**src/rtl/regfile_ctrl.sv**
```systemverilog
// Command sequencer for a 2**AW x DW register file: WRITE, READ, COPY and CLEAR,
// one command at a time (no queueing), one registered completion pulse per command.
module regfile_ctrl #(
   parameter int DW = 32,
   parameter int AW = 5
) (
   input  logic          clk,
   input  logic          rst,
   input  logic          cmd_valid,
   output logic          cmd_ready,
   input  logic [1:0]    cmd_op,
   input  logic [AW-1:0] cmd_dst,
   input  logic [AW-1:0] cmd_src,
   input  logic [DW-1:0] cmd_data,
   input  logic          wr_lock,
   output logic          rsp_valid,
   output logic [DW-1:0] rsp_data,
   output logic          rsp_err,
   output logic [AW-1:0] rf_address_a,
   output logic [AW-1:0] rf_address_b,
   output logic          rf_write,
   output logic          rf_mode,
   output logic [DW-1:0] rf_write_data,
   input  logic [DW-1:0] rf_out
);

   localparam logic [2:0] ST_IDLE    = 3'd0;
   localparam logic [2:0] ST_WR      = 3'd1;
   localparam logic [2:0] ST_RD_ADDR = 3'd2;
   localparam logic [2:0] ST_RD_DATA = 3'd3;
   localparam logic [2:0] ST_CP_WR   = 3'd4;
   localparam logic [2:0] ST_CLR     = 3'd5;
   localparam logic [2:0] ST_RESP    = 3'd6;

   localparam logic [1:0] OP_WRITE = 2'b00;
   localparam logic [1:0] OP_READ  = 2'b01;
   localparam logic [1:0] OP_COPY  = 2'b10;

   localparam logic [AW-1:0] CNT_MAX = '1;

   logic [2:0]    r_state;
   logic [1:0]    r_op;
   logic [AW-1:0] r_dst;
   logic [AW-1:0] r_clr_cnt;
   logic          r_cmd_ready;
   logic          r_rsp_valid;
   logic [DW-1:0] r_rsp_data;
   logic          r_rsp_err;
   logic [AW-1:0] r_rf_address_a;
   logic [AW-1:0] r_rf_address_b;
   logic          r_rf_write;
   logic          r_rf_mode;
   logic [DW-1:0] r_rf_write_data;

   logic          w_accept;
   logic          w_locked;

   assign w_accept = cmd_valid && r_cmd_ready;
   assign w_locked = wr_lock && (cmd_op != OP_READ);

   always_ff @(posedge clk) begin
      if (rst) begin
         r_state         <= ST_IDLE;
         r_op            <= OP_WRITE;
         r_dst           <= '0;
         r_clr_cnt       <= '0;
         r_cmd_ready     <= 1'b0;
         r_rsp_valid     <= 1'b0;
         r_rsp_data      <= '0;
         r_rsp_err       <= 1'b0;
         r_rf_address_a  <= '0;
         r_rf_address_b  <= '0;
         r_rf_write      <= 1'b0;
         r_rf_mode       <= 1'b0;
         r_rf_write_data <= '0;
      end else begin
         r_rsp_valid <= 1'b0;
         r_rf_write  <= 1'b0;
         r_cmd_ready <= 1'b0;
         r_rf_mode   <= 1'b0;
         case (r_state)
            ST_IDLE: begin
               r_cmd_ready <= 1'b1;
               if (w_accept) begin
                  r_cmd_ready <= 1'b0;
                  r_op        <= cmd_op;
                  r_dst       <= cmd_dst;
                  if (w_locked) begin
                     r_state     <= ST_RESP;
                     r_rsp_valid <= 1'b1;
                     r_rsp_data  <= '0;
                     r_rsp_err   <= 1'b1;
                  end else begin
                     case (cmd_op)
                        OP_WRITE: begin
                           r_state         <= ST_WR;
                           r_rf_address_a  <= cmd_dst;
                           r_rf_write      <= 1'b1;
                           r_rf_write_data <= cmd_data;
                        end
                        OP_READ, OP_COPY: begin
                           r_state        <= ST_RD_ADDR;
                           r_rf_address_b <= cmd_src;
                        end
                        default: begin
                           r_state         <= ST_CLR;
                           r_clr_cnt       <= '0;
                           r_rf_address_a  <= '0;
                           r_rf_write      <= 1'b1;
                           r_rf_write_data <= '0;
                        end
                     endcase
                  end
               end
            end
            // rf_write_data still holds the written word, so it doubles as response data
            ST_WR: begin
               r_state     <= ST_RESP;
               r_rsp_valid <= 1'b1;
               r_rsp_data  <= r_rf_write_data;
               r_rsp_err   <= 1'b0;
            end
            ST_RD_ADDR: begin
               r_state <= ST_RD_DATA;
            end
            ST_RD_DATA: begin
               if (r_op == OP_COPY) begin
                  r_state         <= ST_CP_WR;
                  r_rf_address_a  <= r_dst;
                  r_rf_write      <= 1'b1;
                  r_rf_write_data <= rf_out;
               end else begin
                  r_state     <= ST_RESP;
                  r_rsp_valid <= 1'b1;
                  r_rsp_data  <= rf_out;
                  r_rsp_err   <= 1'b0;
               end
            end
            ST_CP_WR: begin
               r_state     <= ST_RESP;
               r_rsp_valid <= 1'b1;
               r_rsp_data  <= r_rf_write_data;
               r_rsp_err   <= 1'b0;
            end
            ST_CLR: begin
               if (r_clr_cnt == CNT_MAX) begin
                  r_state     <= ST_RESP;
                  r_rsp_valid <= 1'b1;
                  r_rsp_data  <= '0;
                  r_rsp_err   <= 1'b0;
               end else begin
                  r_clr_cnt      <= r_clr_cnt + 1'b1;
                  r_rf_address_a <= r_clr_cnt + 1'b1;
                  r_rf_write     <= 1'b1;
               end
            end
            ST_RESP: begin
               r_state     <= ST_IDLE;
               r_cmd_ready <= 1'b1;
            end
            default: begin
               r_state <= ST_IDLE;
            end
         endcase
      end
   end

   assign cmd_ready     = r_cmd_ready;
   assign rsp_valid     = r_rsp_valid;
   assign rsp_data      = r_rsp_data;
   assign rsp_err       = r_rsp_err;
   assign rf_address_a  = r_rf_address_a;
   assign rf_address_b  = r_rf_address_b;
   assign rf_write      = r_rf_write;
   assign rf_mode       = r_rf_mode;
   assign rf_write_data = r_rf_write_data;

endmodule

```
**config.mk**
```make
export PLATFORM = sky130hd
export DESIGN_NAME = regfile_ctrl
export DESIGN_NICKNAME = d
export VERILOG_FILES = /design/src/rtl/regfile_ctrl.sv
export SDC_FILE = /design/constraint.sdc
export NUM_CORES = 1
export LEC_CHECK = 0
export CAP_MARGIN = 20
export CORE_ASPECT_RATIO = 1.5
export CORE_MARGIN = 2
export CORE_UTILIZATION = 42
export CTS_CLUSTER_DIAMETER = 60
export DETAILED_ROUTE_END_ITERATION = 12
export PLACE_DENSITY = 0.86
export SETUP_SLACK_MARGIN = 0.1
export SYNTH_ARGS = -nofsm -noshare
export SYNTH_HDL_FRONTEND = slang
export SYNTH_SLANG_ARGS = --single-unit
```
**constraint.sdc**
```tcl
create_clock -name clk -period 2.3 [get_ports clk]
set_clock_uncertainty 0.15 [all_clocks]
set_input_delay 0.575 -clock clk [delete_from_list [all_inputs] [get_ports clk]]
set_output_delay 0.575 -clock clk [all_outputs]
set_load 0.03 [all_outputs]
```
==> results of run 1 <==
-- per-layer routing --
layer | global-route usage [%] | vias to the layer above
li1 | - | 2258
met1 | 28.1 | 2383
met2 | 42.4 | 205
met3 | 3.67 | 34
met4 | 11.6 | 0
met5 | 0 | -
-- worst min path at each step --
stage          cells past startpoint                         to  slack [ns]
6_report                           2  rsp_data[23]$_SDFFE_PP0P_        0.33
4_1_cts                            2  rsp_data[23]$_SDFFE_PP0P_        0.33
3_5_place_dp                       2  rsp_data[23]$_SDFFE_PP0P_        0.32
5_1_grt                            2   rsp_data[7]$_SDFFE_PP0P_        0.36
3_3_place_gp                       2       r_op[1]$_SDFFE_PP0P_        0.32
2_1_floorplan                      2       r_op[1]$_SDFFE_PP0P_        0.30
-- layout make-up --
cell class	instances	area (um^2)	area share (%)
clock inverter	5	82.6	1.16
clock buffer	11	253	3.54
timing repair buffer	200	2040	28.6
inverter	7	26.3	0.368
tap	150	188	2.63
multi-input combinational	349	2680	37.6
sequential	93	1860	26.1
-- registers in the layout, indices dropped and copies added (netlist names) --
signal,flops
rf_write_data,32
r_clr_cnt,5
cmd_ready,1
r_op,2
r_state,3
rf_write,1
rf_address_a,5
rsp_valid,1
rf_address_b,5
r_dst,5
rsp_data,32
rsp_err,1
-- where the power goes --
group,leakage [nW],internal [mW],total [mW],switching (mW)
Clock,0.154,1.01,1.63,0.620
Combinational,1.76,0.948,2.43,1.49
Sequential,0.752,1.76,1.88,0.123
Total,2.66,3.71,5.94,2.23
-- cell families after synthesis --
kind of cell,synth area share [%]
AOI/OAI and AO/OA,37.5
and+or+nand+nor,10.7
DFF,38.3
buffers and inverters,8.35
muxes,2.68
adders and majority gates,1.29
xor gates and xnor gates,1.06
other,0.0772
-- repair_timing --
action                                  4_1_cts  5_1_grt
setup buffers                                 0        0
hold buffers                                  0        0
pin swaps                                     1        2
resized for setup                            18       12
endpoints found under the setup margin       72       74
hold endpoints to repair                      0        0
gates cloned                                  0        2
-- layout by cell type (no fill, tap or decap), types with 3 or more instances in the layout --
cell type and count:
o311ai_1 10, o21ai_0 9, a21oi_1 12, buf_4 30, mux2i_1 13, clkbuf_16 10, nor2_1 50, nand3_1 3
xor2_1 3, dfxtp_1 93, o311ai_0 21, and3_1 3, o21ai_2 20, a32o_1 33, a222oi_1 4, clkinvlp_4 3
clkdlybuf4s50_1 155, inv_1 4, nand2_1 43, buf_12 9, a221oi_2 30, o21ai_1 41, a221oi_1 3
==> run summary, run 1 <==
outcome: complete, no violations
Final Slew Violations: 0
Worst-Margin Slew: 0.562 ns
top_reg_cell synth: dfxtp_1
critical path's slowest cell: clkdlybuf4s50_1
top layer in use: met4
GPL Wtd Cong: 0.857
synth warn: 0
total power: 5.94 mW
R2R setup slack: 0.16 ns
Hold Path Class: flop to flop
Starting Density: 42.6%
R2R Path Start: r_clr_cnt[1]$_SDFFE_PP0P_
Clock Sinks: 93
final hold vios: 0
WHS: 0.328 ns
Avg Inst Size Synth: 9.60 um^2
worst-case reg-to-reg path depth: 8
Longest Clk Path Bufs: 2
P_leak: 2.66 nW
routed length per placed instance: 19.0 um
cell taking the most area after synthesis: dfxtp_1
Final Cell Area: 0.00714 mm^2
syn nets: 591
cell breakdown of the critical path: clkdlybuf4s50_1
most common cell in the netlist: dfxtp_1
delay-heaviest family, CP: buffers and inverters
min Tclk post-route: 2.15 ns
filler instances: 900
first drt pass iteration count: 8
CP Data Required Time: 1.57 ns
worst skew pair latency: 0.33 ns
count of cell types in the netlist: 54
fraction of layout cells with a size suffix above 1: 20.2%
Core Util, Final: 62.5%
Post-Synthesis Cells: 506
Die Ht: 136 um
CP Max Fanout: 4
H-tree level count: 3
CTS tree: done
Setup WS post-layout: 0.147 ns
Final Cycle Share: 93.6%
Post-DP Area: 0.00668 mm^2
# DRC: 0
Iter 0 DRT Violations: 274
Total Wirelength: 15.5 mm
antenna cells: 0
CTS clk-pin slew, worst paths: 0.06 ns
maximum number of pins on one net before global-route repair: 51
unrepaired setup endpoints after global routing: yes
Die Wd: 91.8 um
hold_sp: rsp_data[23]$_SDFFE_PP0P_
I/O pin cnt: 159
Worst path max stage delay: 0.70 ns
slew margin rel.: 62.5%
asr flop ratio synth: 0%
worst reg2reg path endpoint: rsp_data[31]$_SDFFE_PP0P_
WP depth: 1
Root Driver: clkbuf_16
vias: 4,880
PD cells: 833 mW/mm^2
critical path capture point: cmd_ready
Port Buffers: 157
Synth area leaders: dfxtp_1 38%, a221oi_2 9.3%, a32o_1 7.0%
Peak VDD IR: 0.575 mV
global-route wire length before repair: 24.0 mm
Cell Area, Synth: 0.00486 mm^2
Congestion Overflow GR: 0
post-detail-place hpwl: 10.6 mm
met2 wire length: 8.26 mm
setup TNS: 0 ns
Max Cap Viol: 0
critical path startpoint: cmd_ready$_SDFF_PP0_
Worst setup SP type: flop
vias in the first global route: 4,853
Post-Place Worst Slack: -0.477 ns
Seq cells post-synth: 93
CP endpoint kind: primary output
Final Non-Filler Cells: 815
critical path class: flop to primary output
f_max: 465 MHz
nets@finish: 745
endpoints failing setup: 0
initial antenna violation count: 0
Routed met1 length: 5.98 mm
cts bufs inserted: 9
post-synth top area share: 38.3%
Via-to-Cell Ratio: 5.99
met3 wire length: 812 um
register area share after synthesis: 38.3%
Area Overhead vs Synth: 46.9%
Die ar.: 0.0125 mm^2
GRT Resource Usage Total: 24.0%
Core ar.: 0.0114 mm^2
Post-synth EDFFs: 0
Detail Route Antenna Nets: 0
critical path arrival: 1.43 ns
# rows: 48
WP buf/inv: 1
Post-synth top cells: 93 x dfxtp_1, 52 x nor2_1, 43 x nand2_1
Placed Cells incl. Taps: 797
No activity file was read; power rests on OpenSTA's default activity.
==> inputs of run 2 (changes only) <==
--- a/config.mk
+++ b/config.mk
@@ -6,12 +6,14 @@
 export NUM_CORES = 1
 export LEC_CHECK = 0
 export CAP_MARGIN = 20
+export CELL_PAD_IN_SITES_DETAIL_PLACEMENT = 1
+export CELL_PAD_IN_SITES_GLOBAL_PLACEMENT = 1
 export CORE_ASPECT_RATIO = 1.5
 export CORE_MARGIN = 2
-export CORE_UTILIZATION = 42
+export CORE_UTILIZATION = 31
 export CTS_CLUSTER_DIAMETER = 60
 export DETAILED_ROUTE_END_ITERATION = 12
-export PLACE_DENSITY = 0.86
+export PLACE_DENSITY = 0.85
 export SETUP_SLACK_MARGIN = 0.1
 export SYNTH_ARGS = -nofsm -noshare
 export SYNTH_HDL_FRONTEND = slang
==> run summary, run 2 (synthesized netlist as in run 1, its figures left out) <==
CTS tree: done
slew margin rel.: 32.4%
unrepaired setup endpoints after global routing: yes
min Tclk post-route: 2.16 ns
antenna cells: 0
final hold vios: 0
total power: 5.74 mW
# DRC: 0
initial antenna violation count: 0
global-route wire length before repair: 28.0 mm
f_max: 463 MHz
Sequential Area: 0.00186 mm^2
P_leak: 2.65 nW
cell breakdown of the critical path: clkdlybuf4s50_1
Root Driver: clkbuf_16
Longest Clk Path Bufs: 2
Hold Path Class: flop to flop
GRT Resource Usage Total: 21.0%
setup TNS: 0 ns
maximum number of pins on one net before global-route repair: 47
WP buf/inv: 1
Detail Route Antenna Nets: 0
Peak VDD IR: 0.569 mV
vias: 4,802
Final Cycle Share: 93.8%
Port Buffers: 157
Clock Sinks: 93
Max Cap Viol: 0
Core ar.: 0.0155 mm^2
I/O pin cnt: 159
fraction of layout cells with a size suffix above 1: 20.1%
Worst-Margin Slew: 1.01 ns
# rows: 56
GPL Wtd Cong: 0.877
Total Wirelength: 17.3 mm
filler instances: 1,716
outcome: complete, no violations
delay-heaviest family, CP: buffers and inverters
endpoints failing setup: 0
R2R setup slack: 0.21 ns
CP Data Required Time: 1.57 ns
first drt pass iteration count: 6
Die Ht: 157 um
CP Max Fanout: 3
worst skew pair latency: 0.34 ns
critical path arrival: 1.43 ns
Worst setup SP type: flop
routed length per placed instance: 19.9 um
commonest non-fill, non-tap cell in the layout: clkdlybuf4s50_1
H-tree level count: 3
vias in the first global route: 5,264
Starting Density: 31.4%
critical path's slowest cell: clkdlybuf4s50_1
nets@finish: 747
PD cells: 805 mW/mm^2
Final Slew Violations: 0
post-detail-place hpwl: 12.8 mm
commonest cells after routing, fill and taps aside: 155 x clkdlybuf4s50_1, 93 x dfxtp_1, 51 x nor2_1
Area Overhead vs Synth: 47.0%
critical path class: flop to primary output
Core Util, Final: 46.1%
Die Wd: 106 um
cts bufs inserted: 9
Congestion Overflow GR: 0
CTS clk-pin slew, worst paths: 0.07 ns
Via-to-Cell Ratio: 5.52
Die ar.: 0.0167 mm^2
Worst path max stage delay: 0.73 ns
Iter 0 DRT Violations: 190
CP endpoint kind: primary output
multi-input logic area: 0.00267 mm^2
-- run 2: cell types whose count changed in the layout (fill, tap and decap cells not counted), sizes merged --
cell          change
dlymetal6s2s      -1
clkinv            +3
dlygate4sd2       +1
clkinvlp          -2
bufinv            -2
buf               +3
-- run 2: final timing paths --
check             cells after the start                      startpoint                      endpoint
hold / removal                        2       rsp_data[11]$_SDFFE_PP0P_     rsp_data[11]$_SDFFE_PP0P_
hold reg to reg                       2       rsp_data[11]$_SDFFE_PP0P_     rsp_data[11]$_SDFFE_PP0P_
setup reg to reg                      6         r_state[0]$_SDFFE_PP0P_  rf_address_a[2]$_SDFFE_PP0P_
setup / recovery                      1  rf_write_data[15]$_SDFFE_PP0P_             rf_write_data[15]
-- run 2: final cells by class --
type                            count  share of cell area (%)
Multi-Input combinational cell    349                    37.3
Timing Repair Buffer              202                    28.7
Sequential cell                    93                    26.1
Clock buffer                       12                    3.59
Tap cell                          203                    3.56
Inverter                            7                   0.368
Clock inverter                      4                   0.316
-- run 2: timing repair --
item | in CTS | in global routing
hold buffers | 0 | 0
resized for setup | 36 | 6
pin swaps | 3 | 2
buffers inserted | 1 | 1
cloned | 1 | 0
endpoints found under the setup margin | 71 | 36
-- run 2: power breakdown --
| group | internal, mW | switching (mW) | total (mW) |
|---|---|---|---|
| Sequential | 1.75 | 0.136 | 1.89 |
| Combinational | 0.925 | 1.51 | 2.43 |
| Clock | 0.788 | 0.633 | 1.42 |
-- run 2: routing by layer --
layer | GRT usage, % | vias up | wire length, um
li1 | - | 2265 | -
met1 | 23.6 | 2388 | 6830
met2 | 40.0 | 129 | 9490
met3 | 3.19 | 20 | 618
met4 | 7.14 | 0 | 365
met5 | 0 | - | 0
-- run 2: per-stage QoR --
stage,std cells,worst slack [ns],hold WS [ns],area [um^2]
after floorplan,506,0.100,0.302,4860
after global placement,851,-0.408,0.318,6760
after detailed placement,851,-0.494,0.346,6760
after CTS,869,0.125,0.336,7130
after global routing,870,0.0697,0.357,7140
final,870,0.142,0.330,7140
-- run 2: worst register-to-register path, stage by stage (launching register included) --
cell and delay (ns):
dfxtp_1 0.49, buf_4 0.23, and4bb_2 0.29, a32o_2 0.31, buf_12 0.16, o31ai_2 0.27
a21oi_1 0.08
==> inputs of run 3 (changes only) <==
--- a/config.mk
+++ b/config.mk
@@ -6,14 +6,15 @@
 export NUM_CORES = 1
 export LEC_CHECK = 0
 export CAP_MARGIN = 20
-export CELL_PAD_IN_SITES_DETAIL_PLACEMENT = 1
+export CELL_PAD_IN_SITES_DETAIL_PLACEMENT = 0
 export CELL_PAD_IN_SITES_GLOBAL_PLACEMENT = 1
 export CORE_ASPECT_RATIO = 1.5
 export CORE_MARGIN = 2
 export CORE_UTILIZATION = 31
 export CTS_CLUSTER_DIAMETER = 60
 export DETAILED_ROUTE_END_ITERATION = 12
-export PLACE_DENSITY = 0.85
+export MAX_ROUTING_LAYER = met4
+export PLACE_DENSITY_LB_ADDON = 0.1
 export SETUP_SLACK_MARGIN = 0.1
 export SYNTH_ARGS = -nofsm -noshare
 export SYNTH_HDL_FRONTEND = slang
==> run summary, run 3 (synthesized netlist as in run 1, its figures left out) <==
outcome: complete, no violations
delay-heaviest family, CP: buffers and inverters
Final Cycle Share: 94.2%
Peak VDD IR: 0.526 mV
Die Ht: 157 um
Iter 0 DRT Violations: 218
Final Slew Violations: 0
routed length per placed instance: 19.6 um
cts bufs inserted: 9
Final Non-Filler Cells: 879
commonest cells after routing, fill and taps aside: 153 x clkdlybuf4s50_1, 89 x dfxtp_1, 51 x nor2_1
PD cells: 808 mW/mm^2
CP endpoint kind: primary output
Via-to-Cell Ratio: 5.43
critical path class: flop to primary output
Worst path max stage delay: 0.71 ns
first drt pass iteration count: 5
Hold Path Class: flop to flop
vias: 4,776
initial antenna violation count: 0
CP Max Fanout: 3
Worst-Margin Slew: 0.628 ns
Die ar.: 0.0167 mm^2
H-tree level count: 3
Die Wd: 106 um
min Tclk post-route: 2.17 ns
Area Overhead vs Synth: 51.6%
Root Driver: clkbuf_16
CTS Hold Buffers Added: 0
slew margin rel.: 58.1%
nets@finish: 756
fraction of layout cells with a size suffix above 1: 22.5%
Worst setup SP type: flop
total power: 5.95 mW
P_leak: 2.77 nW
Detail Route Antenna Nets: 0
# DRC: 0
f_max: 462 MHz
GPL Wtd Cong: 0.836
I/O pin cnt: 159
Max Cap Viol: 0
Port Buffers: 157
critical path arrival: 1.44 ns
# rows: 56
maximum number of pins on one net before global-route repair: 58
Starting Density: 31.4%
CTS clk-pin slew, worst paths: 0.07 ns
cell breakdown of the critical path: clkdlybuf4s50_1
Clock Sinks: 93
CTS tree: done
critical path's slowest cell: clkdlybuf4s50_1
endpoints failing setup: 0
GRT Resource Usage Total: 20.2%
antenna cells: 0
post-detail-place hpwl: 11.6 mm
WP buf/inv: 1
unrepaired setup endpoints after global routing: yes
CP Data Required Time: 1.57 ns
vias in the first global route: 4,877
Congestion Overflow GR: 0
Placed Cells incl. Taps: 853
final hold vios: 0
commonest non-fill, non-tap cell in the layout: clkdlybuf4s50_1
R2R setup slack: 0.14 ns
worst skew pair latency: 0.35 ns
Core ar.: 0.0155 mm^2
Total Wirelength: 17.2 mm
Longest Clk Path Bufs: 2
global-route wire length before repair: 25.9 mm
-- run 3: cell count changes in the layout (fill, tap and decap cells not counted), moves of 2 or more --
cell             before  now
clkbuf_16             9   11
buf_12                9   13
dlymetal6s2s_1        0    2
buf_4                32   35
clkbuf_8              2    0
dfxtp_1              93   89
o311ai_1             24   21
clkdlybuf4s50_1     155  153
dfxtp_2               0    4
clkinv_4              0    2
o311ai_2              0    3
-- run 3: worst paths after layout --
path,start,endpoint,depth (start not counted)
worst min register to register,rsp_data[25]$_SDFFE_PP0P_,rsp_data[25]$_SDFFE_PP0P_,2
worst max register to register,r_clr_cnt[0]$_SDFFE_PP0P_,rsp_valid$_SDFF_PP0_,7
worst min-delay path,rsp_data[25]$_SDFFE_PP0P_,rsp_data[25]$_SDFFE_PP0P_,2
worst max-delay path,rf_write_data[28]$_SDFFE_PP0P_,rf_write_data[28],1
-- run 3: layout make-up --
| cell class | instances | area, um^2 |
|---|---|---|
| inverters | 7 | 26.3 |
| clock inverters | 7 | 51.3 |
| well taps | 203 | 254 |
| repair buffers | 210 | 2200 |
| flip-flops and latches | 93 | 1870 |
| clock buffers | 9 | 225 |
| fillers | 1495 | 8120 |
| multi-input cells | 350 | 2740 |
-- run 3: where the power goes --
part | total [mW] | switching (mW) | internal, mW
clock | 1.42 | 0.681 | 0.737
sequential | 1.94 | 0.182 | 1.76
combinational | 2.59 | 1.57 | 1.02
-- run 3: per-layer routing --
layer	global-route usage, %	share of wire, %	wire length [um]	vias to the layer above
li1	-	-	-	2289
met1	23.4	42	7170	2311
met2	34.9	51	8790	146
met3	2.94	4.3	736	30
met4	8.02	2.9	505	0
met5	-	0	0	-
-- run 3: repair_timing --
item | 4_1_cts | 5_1_grt
gates resized for setup | 15 | 39
buffers inserted | 3 | 3
cloned | 1 | 3
pin swaps | 2 | 4
endpoints found under the setup margin | 78 | 69
-- run 3: per-stage QoR --
step	hold WS [ns]	cell area (um^2)	util [%]	worst slack (ns)	setup TNS, ns
6_report	0.330	7360	47.5	0.134	0
5_1_grt	0.359	7360	47.5	0.0542	0
4_1_cts	0.350	7200	46.5	0.0334	0
3_5_place_dp	0.335	6830	44.1	-0.460	-29.54
3_3_place_gp	0.323	6830	44.1	-0.424	-28.24
2_1_floorplan	0.302	4860	-	0.100	0
